$ cat src/rtl/pa_clint_regs_mh.sv
// pa_clint_regs_mh: multi-hart CLINT register file with a local 64-bit mtime
// counter. It holds per-hart MSIP/MTIMECMP registers, answers decoded bus
// reads/writes with one cycle of latency and raises per-hart interrupts.
module pa_clint_regs_mh #(
  parameter int HART_NUM = 4,
  parameter int TICK_DIV = 1
) (
  input  logic                clint_clk,
  input  logic                cpurst_b,
  input  logic                busif_regs_write_vld,
  input  logic                busif_regs_read_vld,
  input  logic [15:0]         busif_regs_addr,
  input  logic [31:0]         busif_regs_wdata,
  input  logic [1:0]          cpu_clint_mode,
  input  logic                clint_time_en,
  input  logic [HART_NUM-1:0] sysio_clint_me_int,
  output logic [31:0]         regs_busif_rdata,
  output logic                regs_busif_rvld,
  output logic                regs_busif_err,
  output logic [HART_NUM-1:0] clint_cpu_ms_int,
  output logic [HART_NUM-1:0] clint_cpu_mt_int,
  output logic [HART_NUM-1:0] clint_cpu_me_int,
  output logic [63:0]         clint_mtime
);

  localparam int            PW        = (TICK_DIV > 1) ? $clog2(TICK_DIV) : 1;
  localparam logic [PW-1:0] PRESC_MAX = PW'(TICK_DIV - 1);

  localparam logic [15:0] MTIME_LO_OFF = 16'hbff8;
  localparam logic [15:0] MTIME_HI_OFF = 16'hbffc;

  logic [PW-1:0]       presc;
  logic [63:0]         mtime;
  logic [HART_NUM-1:0] msip;
  logic [31:0]         cmp_lo [HART_NUM];
  logic [31:0]         cmp_hi [HART_NUM];

  logic [15:0]         off;
  logic [HART_NUM-1:0] msip_sel;
  logic [HART_NUM-1:0] cmplo_sel;
  logic [HART_NUM-1:0] cmphi_sel;
  logic                mtlo_sel;
  logic                mthi_sel;
  logic                mapped;
  logic                legal;
  logic                wr_ok;
  logic                tick;
  logic [31:0]         rd_mux;

  // Word-aligned offset: the two byte-lane bits never take part in decode.
  assign off = busif_regs_addr & 16'hfffc;

  // Address decode into one-hot selects per register.
  // NOTE: every always_comb output gets a default first so no latch is inferred.
  always_comb begin
    msip_sel  = '0;
    cmplo_sel = '0;
    cmphi_sel = '0;
    for (int h = 0; h < HART_NUM; h++) begin
      msip_sel[h]  = (off == 16'(4 * h));
      cmplo_sel[h] = (off == 16'(16'h4000 + 8 * h));
      cmphi_sel[h] = (off == 16'(16'h4004 + 8 * h));
    end
  end

  assign mtlo_sel = (off == MTIME_LO_OFF);
  assign mthi_sel = (off == MTIME_HI_OFF);
  assign mapped   = (|msip_sel) | (|cmplo_sel) | (|cmphi_sel) | mtlo_sel | mthi_sel;
  assign legal    = (cpu_clint_mode == 2'b11) && mapped;
  assign wr_ok    = busif_regs_write_vld && legal;
  assign tick     = clint_time_en && (presc == PRESC_MAX);

  // Read mux over current (pre-write) register values.
  always_comb begin
    rd_mux = '0;
    for (int h = 0; h < HART_NUM; h++) begin
      if (msip_sel[h])  rd_mux = {31'b0, msip[h]};
      if (cmplo_sel[h]) rd_mux = cmp_lo[h];
      if (cmphi_sel[h]) rd_mux = cmp_hi[h];
    end
    if (mtlo_sel) rd_mux = mtime[31:0];
    if (mthi_sel) rd_mux = mtime[63:32];
  end

  // Prescaler and mtime; a bus write to either half overrides that cycle's tick.
  // NOTE: sequential state uses non-blocking assignments so every flop samples pre-edge values.
  always_ff @(posedge clint_clk or negedge cpurst_b) begin
    if (!cpurst_b) begin
      presc <= '0;
      mtime <= '0;
    end else begin
      if (clint_time_en) presc <= tick ? '0 : presc + 1'b1;
      if (wr_ok && mtlo_sel)      mtime[31:0]  <= busif_regs_wdata;
      else if (wr_ok && mthi_sel) mtime[63:32] <= busif_regs_wdata;
      else if (tick)              mtime        <= mtime + 64'd1;
    end
  end

  // Per-hart MSIP and MTIMECMP registers.
  // NOTE: the compare arrays are reset explicitly because all-ones is an architectural reset value, not a don't-care.
  always_ff @(posedge clint_clk or negedge cpurst_b) begin
    if (!cpurst_b) begin
      msip <= '0;
      for (int h = 0; h < HART_NUM; h++) begin
        cmp_lo[h] <= 32'hffff_ffff;
        cmp_hi[h] <= 32'hffff_ffff;
      end
    end else if (wr_ok) begin
      for (int h = 0; h < HART_NUM; h++) begin
        if (msip_sel[h])  msip[h]   <= busif_regs_wdata[0];
        if (cmplo_sel[h]) cmp_lo[h] <= busif_regs_wdata;
        if (cmphi_sel[h]) cmp_hi[h] <= busif_regs_wdata;
      end
    end
  end

  // Registered timer-interrupt compare per hart.
  always_ff @(posedge clint_clk or negedge cpurst_b) begin
    if (!cpurst_b) begin
      clint_cpu_mt_int <= '0;
    end else begin
      for (int h = 0; h < HART_NUM; h++) begin
        clint_cpu_mt_int[h] <= (mtime >= {cmp_hi[h], cmp_lo[h]});
      end
    end
  end

  // Registered bus response: read data/valid and the access-error pulse.
  always_ff @(posedge clint_clk or negedge cpurst_b) begin
    if (!cpurst_b) begin
      regs_busif_rdata <= '0;
      regs_busif_rvld  <= 1'b0;
      regs_busif_err   <= 1'b0;
    end else begin
      regs_busif_rvld  <= busif_regs_read_vld;
      regs_busif_rdata <= (busif_regs_read_vld && legal) ? rd_mux : '0;
      regs_busif_err   <= (busif_regs_read_vld || busif_regs_write_vld) && !legal;
    end
  end

  assign clint_mtime      = mtime;
  assign clint_cpu_ms_int = msip;
  assign clint_cpu_me_int = sysio_clint_me_int;

endmodule
$ cat config.mk
export PLATFORM = sky130hd
export DESIGN_NAME = pa_clint_regs_mh
export DESIGN_NICKNAME = d
export VERILOG_FILES = /design/src/rtl/pa_clint_regs_mh.sv
export SDC_FILE = /design/constraint.sdc
export NUM_CORES = 1
export LEC_CHECK = 0
export CELL_PAD_IN_SITES_DETAIL_PLACEMENT = 1
export CELL_PAD_IN_SITES_GLOBAL_PLACEMENT = 2
export CORE_MARGIN = 8
export CORE_UTILIZATION = 42
export DETAILED_ROUTE_END_ITERATION = 8
export GPL_TIMING_DRIVEN = 0
export PLACE_DENSITY_LB_ADDON = 0.15
export SYNTH_ARGS = -nofsm -noshare
export SYNTH_HDL_FRONTEND = slang
export SYNTH_SLANG_ARGS = --single-unit
$ cat constraint.sdc
create_clock -name clint_clk -period 5.9 [get_ports clint_clk]
set_input_delay 1.475 -clock clint_clk [delete_from_list [all_inputs] [get_ports clint_clk]]
set_output_delay 1.475 -clock clint_clk [all_outputs]
set_load 0.005 [all_outputs]
=== After elaboration in Yosys (flattened, before gate mapping) ===
Index checks and enable logic that the tools add are counted.

* Add/subtract/negate cells: 2
* $lt $le $gt $ge: 4
* Equal/unequal tests: 15
* Multiplexer cells: 20
* Bitwise operators: 6
* Reduce and logical (&&, ||, !) cells: 29

{| class="wikitable"
|+ Operator list
! operator !! number
|-
| $mux W32 || 17
|-
| $ge A64 B64 Y1 || 4
|-
| $eq A14 B13 Y1 const B || 8
|-
| $add A64 B1 Y64 const B || 1
|-
| $mux W64 || 1
|-
| $eq A14 B14 Y1 const B || 2
|-
| $eq A14 B2 Y1 const B || 2
|-
| $reduce_and A2 Y1 || 14
|-
| $logic_not A16 Y1 || 1
|-
| $eq A14 B1 Y1 const B || 1
|-
| $reduce_or A4 Y1 || 3
|-
| $logic_and A1 B1 Y1 || 7
|-
| $or A1 B1 Y1 || 4
|-
| $reduce_bool A2 Y1 || 2
|-
| $eq A2 B2 Y1 const B || 1
|-
| $mux W1 || 2
|-
| $ne A2 B2 Y1 const B || 1
|-
| $not A1 Y1 || 2
|-
| $add A1 B1 Y1 const B || 1
|-
| $logic_not A1 Y1 || 1
|-
| $logic_or A1 B1 Y1 || 1
|}

* Flip-flop bits (word level): 363
* Input bits: 59
* Output and inout port bits: 110
* Logic and storage cells: 95

=== Longest topological paths before layout ===
Gate-level depths: netlist of the first run.

* Word-level depth: 16
* Gate-level depth with buffers: 10
* Gate-level depth less buffers: 8

=== Worst setup path before layout of the first run ===
No wires, ideal clock.

* Path kind: in2reg
* Start point: input port busif_regs_addr[5]
* End point: register cmp_lo[120] (netlist bit)
* Setup time: 0.085 ns
* Arrival time: 3.675 ns
* Required time: 5.815 ns
* Setup slack: 2.140 ns
* Stages on the path: 8
* Buffers on the path: 3
* Cell sequence: or4_1 -> or3_1 -> buf_2 -> nor4b_4 -> and2_1 -> buf_4 -> buf_6 -> mux2_1

* Cells in the longest elaborated chain, start to end: 9
* Elaborated cells between the ends (all ways): 24
* Those cells by class: eq/ne (13); bitwise (4); reduce/logical (7)

{| class="wikitable"
|+ Ends and longest elaborated chain
! element !! line !! RTL
|-
| from (decl) || 12 || <nowiki>input logic [15:0] busif_regs_addr,</nowiki>
|-
| $eq A14 B1 Y1, or another cell as far along || 60 || <nowiki>msip_sel[h] = (off == 16'(4 * h));</nowiki>
|-
| $reduce_or A4 Y1 || 68 || <nowiki>assign mapped = (|msip_sel) | (|cmplo_sel) | (|cmphi_sel) | mtlo_sel | mthi_sel;</nowiki>
|-
| $or A1 B1 Y1 (4 in series) || 68 ||
|-
| $logic_and A1 B1 Y1 || 69 || <nowiki>assign legal = (cpu_clint_mode == 2'b11) && mapped;</nowiki>
|-
| $logic_and A1 B1 Y1 || 70 || <nowiki>assign wr_ok = busif_regs_write_vld && legal;</nowiki>
|-
| $reduce_and A2 Y1 (no line) * || - ||
|-
| to (signal, indexed assignment) || 111 || <nowiki>if (cmplo_sel[h]) cmp_lo[h] <= busif_regs_wdata;</nowiki>
|-
| to (decl) || 35 || <nowiki>logic [31:0] cmp_lo [HART_NUM];</nowiki>
|}

Every way passes the cells marked *; elsewhere a longest branch is shown, timed or not.
A chain may end at the register's enable or synchronous reset.

=== Final worst setup path of the first run ===
* Start point: input port busif_regs_addr[5]
* End point: register cmp_hi[14] (netlist bit)

* Cells in the longest elaborated chain, start to end: 9
* Elaborated cells between the ends (all ways): 24
* Those cells by class: eq/ne (13); bitwise (4); reduce/logical (7)

{| class="wikitable"
|+ Ends and longest elaborated chain
! element !! line !! RTL
|-
| $eq A14 B1 Y1, or another cell as far along || 60 ||
|-
| $reduce_or A4 Y1 || 68 ||
|-
| $or A1 B1 Y1 (4 in series) || 68 ||
|-
| $logic_and A1 B1 Y1 || 69 ||
|-
| $logic_and A1 B1 Y1 || 70 ||
|-
| $reduce_and A2 Y1 (no line) * || - ||
|-
| to (signal, indexed assignment) || 112 || <nowiki>if (cmphi_sel[h]) cmp_hi[h] <= busif_regs_wdata;</nowiki>
|-
| to (decl) || 36 || <nowiki>logic [31:0] cmp_hi [HART_NUM];</nowiki>
|}

Marks and branches as above.

==> results.tsv, run 1 <==
metric	value	unit
status	finished clean	
RSZ-0062 raised after global routing	no	
share of layout cells above drive strength 1	21.7	%
Initial Util	42.5	%
Final Hold Fails	0	
DIE AREA	0.0665	mm^2
Syn. warnings	0	
DRC violations left	0	
Core Area	0.0578	mm^2
Clk pwr share	46.0	%
Mapped Area	0.0246	mm^2
row cnt	88	
startpoint types	input port	
worst slack at placement	0.367	ns
sequential fraction of the synthesis area	38.3	%
Worst-Skew Late Latency	0.59	ns
Hold WS	0.500	ns
Seq. cell area	0.00940	mm^2
# resized after CTS	0	
Max Slew Vio Count	0	
Initial DRC Count	1540	
GP Congestion	0.966	
P_int	4700	uW
global-route wire length before repair	156000	um
routed via count	21786	
clk slew on worst S/H paths	0.06	ns
Comb power frac	13.1	%
Post-DRT Antenna Nets	0	
Post-synth EDFFs	0	
cts bufs inserted	46	
most frequent cell after synthesis	inv_1	
Synth Net Count	2842	
final net count	3027	
Setup Buffers After CTS	0	
clk sinks	363	
Least-Margin Pin Slew	1.36	ns
Rel. slew slack	8.44	%
CTS tree	yes	
Final min period	5.16	ns
vias per inst	6.20	
synthesized instance count	2526	
IR Drop Worst-Case VDD	0.219	mV
Buffers on Ports	131	
antenna violations before repair	5	
CP arrival	5.66	ns
Final HPWL DP	81000	um
Die H	258	um
Synth cell types	77	
vias in the first global route	23344	
NetSw	1880	uW
Sw Share	28.6	%
GRT Total Usage	31.4	%
# H-tree levels	2	
# Max-Cap Violations	0	
Die Wd	258	um
synth top area cells	dfstp_2 27%, ha_1 13%, dfrtp_1 11%	
Setup CP Type	input port to flip-flop	
Most used DFF post-synth	dfstp_2	
multi-input logic area	0.0135	mm^2
Clock Skews	0.0154	ns
fmax	194	MHz
synth cell count leaders	269 x inv_1, 257 x ha_1, 256 x dfstp_2, 198 x nand2_1, 189 x mux2_2	
# hold bufs at CTS	0	
period utilization	87.4	%
Longest Clk Path Bufs	3	
CP Max Fanout	10	
Final setup viols	0	
Async SR Flop Fraction	100	%
area grow syn2layout	16.3	%
#FFs+latches synth	363	
Crit. End Element	flip-flop	
worst min path class	flip-flop to flip-flop	
P_leak	0.0111	uW
total gr overflow	0	
top-area cell type share of the netlist area	27.4	%
IO Count	169	
cell taking the most area after synthesis	dfstp_2	
largest net degree at the start of global routing	117	
final setup margin	0.742	ns
power density over the cells	230	mW/mm^2
WP data required	6.41	ns
DRT Wirelength	107000	um
Flop pwr share	40.9	%
Syn Area/Cell	9.73	um^2
WL per Instance	30.6	um
root buffer cell	clkbuf_16	
filler cell count	6482	
TritonRoute pass-1 iters	5	
[metal layers]
layer,up-vias,GRT usage (%),part of all wire (%)
met5,-,0,0.017
met4,2,18.5,6.6
met3,253,5.90,6.6
met2,809,51.3,46
met1,11132,38.6,41
li1,9590,-,-
[worst paths after layout]
path	start	endpoint	slack (ns)	depth (start not counted)
hold / removal	cmp_lo[22]	cmp_lo[22]	0.50	2
setup / recovery	busif_regs_addr[5]	cmp_hi[14]	0.74	7
hold reg to reg	cmp_lo[22]	cmp_lo[22]	0.50	2
min in group asynchronous	cpurst_b	regs_busif_rdata[27]	0.81	1
setup reg to reg	clint_mtime[23]	clint_cpu_mt_int[2]	1.86	7
max in group asynchronous	cpurst_b	regs_busif_rdata[15]	3.62	3
[power groups by stage]
stage / Clock, uW / Combinational [uW] / Sequential, uW
final: 3030 / 862 / 2690
after floorplan: 0 / 417 / 2650
after global placement: 0 / 802 / 2720
after global routing: 3150 / 936 / 2690
after CTS: 3070 / 853 / 2690
after detailed placement: 0 / 847 / 2730
[registers in the layout, indices dropped and copies added (netlist names)]
register / count
clint_cpu_mt_int: 4
clint_cpu_ms_int: 4
regs_busif_rdata: 32
presc: 1
regs_busif_err: 1
regs_busif_rvld: 1
cmp_lo: 128
cmp_hi: 128
clint_mtime: 64
[placed cells by master (no fill, tap or decap), types with 19 or more instances in the layout]
master,instances
a211oi_1,28
a21o_1,22
a21oi_1,123
a221oi_1,36
a22oi_1,35
a31oi_1,38
buf_2,24
buf_4,19
clkbuf_1,107
clkbuf_16,49
clkdlybuf4s50_1,130
dfrtp_1,107
dfstp_2,256
ha_1,257
inv_1,269
mux2_1,55
mux2_2,189
mux2i_1,43
nand2_1,198
nand3_1,63
nand4_1,72
nor2_1,91
nor3_1,37
nor4_1,32
o211ai_1,43
o21ai_0,125
o22a_1,32
[cells by family after synthesis]
logic type      synth area share (%)
fa+ha+maj                       13.1
compound gates                  15.7
simple gates                    12.0
mux                             13.0
buf+inv                         6.90
xor+xnor                        1.03
flops                           38.3
[per-stage QoR]
step,util (%),area (um^2),power [uW],TNS (ns),cells
finish,49.5,28600,6580,0,3515
global route,49.4,28600,6780,0,3513
CTS,49.4,28600,6610,0,3513
detailed placement,46.7,27000,3570,0,3428
global placement,46.4,26800,3520,-3482.23,3422
floorplan,-,24600,3070,0,2526
[area by class of cell]
type	count	share of cell area (%)
Buffer	152	2.41
Clock buffer	69	4.97
Inverter	269	3.53
Sequential cell	363	32.9
Antenna cell	2	0.0175
Multi-Input combinational cell	1742	47.2
Tap cell	765	3.35
Timing Repair Buffer	137	4.96
Clock inverter	16	0.652
[worst max-delay path, cell delays in order]
cell and delay (ns):
clkdlybuf4s50_1 0.41, or4_1 0.64, nor4_1 0.71, nand2_1 0.54, nor2_1 0.90, buf_2 0.57
mux2_2 0.40
Note: power is estimated with default switching activity, not from simulation.
==> inputs of run 2 (changes only) <==
--- a/config.mk
+++ b/config.mk
@@ -5,13 +5,13 @@
 export SDC_FILE = /design/constraint.sdc
 export NUM_CORES = 1
 export LEC_CHECK = 0
+export CAP_MARGIN = 20
 export CELL_PAD_IN_SITES_DETAIL_PLACEMENT = 1
 export CELL_PAD_IN_SITES_GLOBAL_PLACEMENT = 2
-export CORE_MARGIN = 8
 export CORE_UTILIZATION = 42
 export DETAILED_ROUTE_END_ITERATION = 8
 export GPL_TIMING_DRIVEN = 0
-export PLACE_DENSITY_LB_ADDON = 0.15
+export PLACE_DENSITY_LB_ADDON = 0.05
 export SYNTH_ARGS = -nofsm -noshare
 export SYNTH_HDL_FRONTEND = slang
 export SYNTH_SLANG_ARGS = --single-unit
==> run 2 against run 1 <==
Core utilization shrank 0.14 points; worst hold slack lost 0.0090 ns; sequential share of layout area grew 0.094 points; sequential power is essentially flat; die area shrank 11%; design area shrank 0.28%; via count grew 0.53%; setup slack lost 0.076 ns; combinational power shrank 0.5%; maximum frequency shrank 1.5%; largest cell class unchanged; highest routed layer is now met4.
==> results.tsv, run 2 (synthesis results as in run 1) <==
metric	value	unit	change
Layout Cells excl Fill	3517		was 3515
most frequent cells in the layout	269 x inv_1, 257 x ha_1, 256 x dfstp_2		unchanged
WL per Instance	30.5	um	was 30.6 um
CTS tree	yes		unchanged
filler cell count	6523		was 6482
GRT Total Usage	36.3	%	was 31.4%
global-route wire length before repair	157000	um	was 156000 um
# Max-Cap Violations	0		unchanged
GP Congestion	0.964		was 0.966
Cell Count Post-Placement	3430		was 3428
final net count	3030		was 3027
DRC violations left	0		unchanged
Initial DRC Count	1386		was 1540
worst path cell trace	clkdlybuf4s50_1 -> or4_1 -> nor4_1 -> nand2_1 -> nor2_1 -> buf_2 -> mux2_2		unchanged
Setup CP Type	input port to flip-flop		unchanged
Initial Util	42.5	%	unchanged
Final Core Density	49.3	%	was 49.5%
r2r setup slk	1.88	ns	was 1.86 ns
Least-Margin Pin Slew	1.36	ns	about the same
worst stage delay on the critical path	0.90	ns	about the same
Longest Clk Path Bufs	3		unchanged
Final Hold Fails	0		unchanged
status	finished clean		unchanged
Rel. slew slack	8.18	%	was 8.44%
period utilization	88.7	%	was 87.4%
P_leak	0.0111	uW	about the same
share of layout cells above drive strength 1	21.8	%	was 21.7%
Final setup viols	0		unchanged
Post-DRT Antenna Nets	0		unchanged
commonest non-fill, non-tap cell in the layout	inv_1		unchanged
antenna violations before repair	1		was 5
dpl cell area	0.0270	mm^2	about the same
# hold bufs at CTS	0		unchanged
CP Max Fanout	10		unchanged
Final min period	5.23	ns	was 5.16 ns
row cnt	88		unchanged
Final HPWL DP	81000	um	about the same
Crit. End Element	flip-flop		unchanged
Clock Skews	0.0215	ns	was 0.0154 ns
TritonRoute pass-1 iters	7		was 5
cts bufs inserted	45		was 46
Die Wd	244	um	was 258 um
root buffer cell	clkbuf_16		unchanged
CP max stage cell	nor2_1		unchanged
worst slack at placement	0.274	ns	was 0.367 ns
clk slew on worst S/H paths	0.06	ns	about the same
Seq. cell area	0.00940	mm^2	unchanged
clk sinks	363		unchanged
multi-input logic area	0.0135	mm^2	unchanged
Max Slew Vio Count	0		unchanged
Final TNS setup	0	ns	unchanged
final setup margin	0.666	ns	was 0.742 ns
# H-tree levels	2		unchanged
worst min path class	flip-flop to flip-flop		unchanged
power density over the cells	225	mW/mm^2	was 230 mW/mm^2
Worst-Skew Late Latency	0.60	ns	was 0.59 ns
DRT Wirelength	107000	um	about the same
CP arrival	5.76	ns	was 5.66 ns
RSZ-0062 raised after global routing	no		unchanged
IR Drop Worst-Case VDD	0.207	mV	was 0.219 mV
DIE AREA	0.0595	mm^2	was 0.0665 mm^2
vias in the first global route	23155		was 23344
# resized after CTS	0		unchanged
fmax	191	MHz	was 194 MHz
Core Area	0.0578	mm^2	unchanged
fin area	0.0285	mm^2	was 0.0286 mm^2
WP data required	6.43	ns	was 6.41 ns
total gr overflow	0		unchanged
Setup Buffers After CTS	0		unchanged
area grow syn2layout	16.0	%	was 16.3%
vias per inst	6.23		was 6.20
IO Count	169		unchanged
routed via count	21901		was 21786
startpoint types	input port		unchanged
Buffers on Ports	131		unchanged
Die H	244	um	was 258 um
largest net degree at the start of global routing	119		was 117
-- run 2: stage by stage --
stage / hold slack [ns] / power [uW]
4_1_cts: 0.495 / 6450
3_3_place_gp: 0.480 / 3520
5_1_grt: 0.505 / 6620
3_5_place_dp: 0.487 / 3570
6_report: 0.491 / 6420
2_1_floorplan: 0.467 / 3070
-- run 2: final cells by class --
cell class | instances | share of cell area, %
Multi-Input combinational cell | 1742 | 47.3
Sequential cell | 363 | 33.0
Timing Repair Buffer | 141 | 5.08
Clock buffer | 65 | 4.71
Inverter | 269 | 3.54
Tap cell | 765 | 3.36
Buffer | 152 | 2.41
Clock inverter | 19 | 0.549
Antenna cell | 1 | 0.00878
-- run 2: per-layer routing --
layer,vias to the layer above,wire [um],track usage (%)
met1,11332,44300,45.3
met3,231,6400,6.25
met4,0,6540,20.0
met2,739,50200,59.4
li1,9599,-,-
met5,-,0,0
-- run 2: path summary, 6_finish.rpt --
check                                   start                    to  depth (start not counted)
setup reg to reg              clint_mtime[33]       clint_mtime[52]                          7
max in group asynchronous            cpurst_b  regs_busif_rdata[11]                          3
min in group asynchronous            cpurst_b  regs_busif_rdata[28]                          1
hold reg to reg                    cmp_lo[81]            cmp_lo[81]                          2
setup / recovery           busif_regs_addr[5]            cmp_hi[15]                          7
hold / removal                     cmp_lo[81]            cmp_lo[81]                          2
-- run 2: where the power goes --
group | leakage (uW) | internal (uW) | total, uW | switching [uW]
clock | 0.000745 | 1670 | 2880 | 1210
combinational | 0.00631 | 327 | 858 | 530
sequential | 0.00406 | 2530 | 2690 | 155
-- run 2: worst max-delay path, delay by kind of cell --
| family | cells | cell delay, ns |
|---|---|---|
| AND/OR/NAND/NOR | 4 | 2.94 |
| multiplexers | 1 | 0.39 |
| buffers and inverters | 2 | 0.93 |
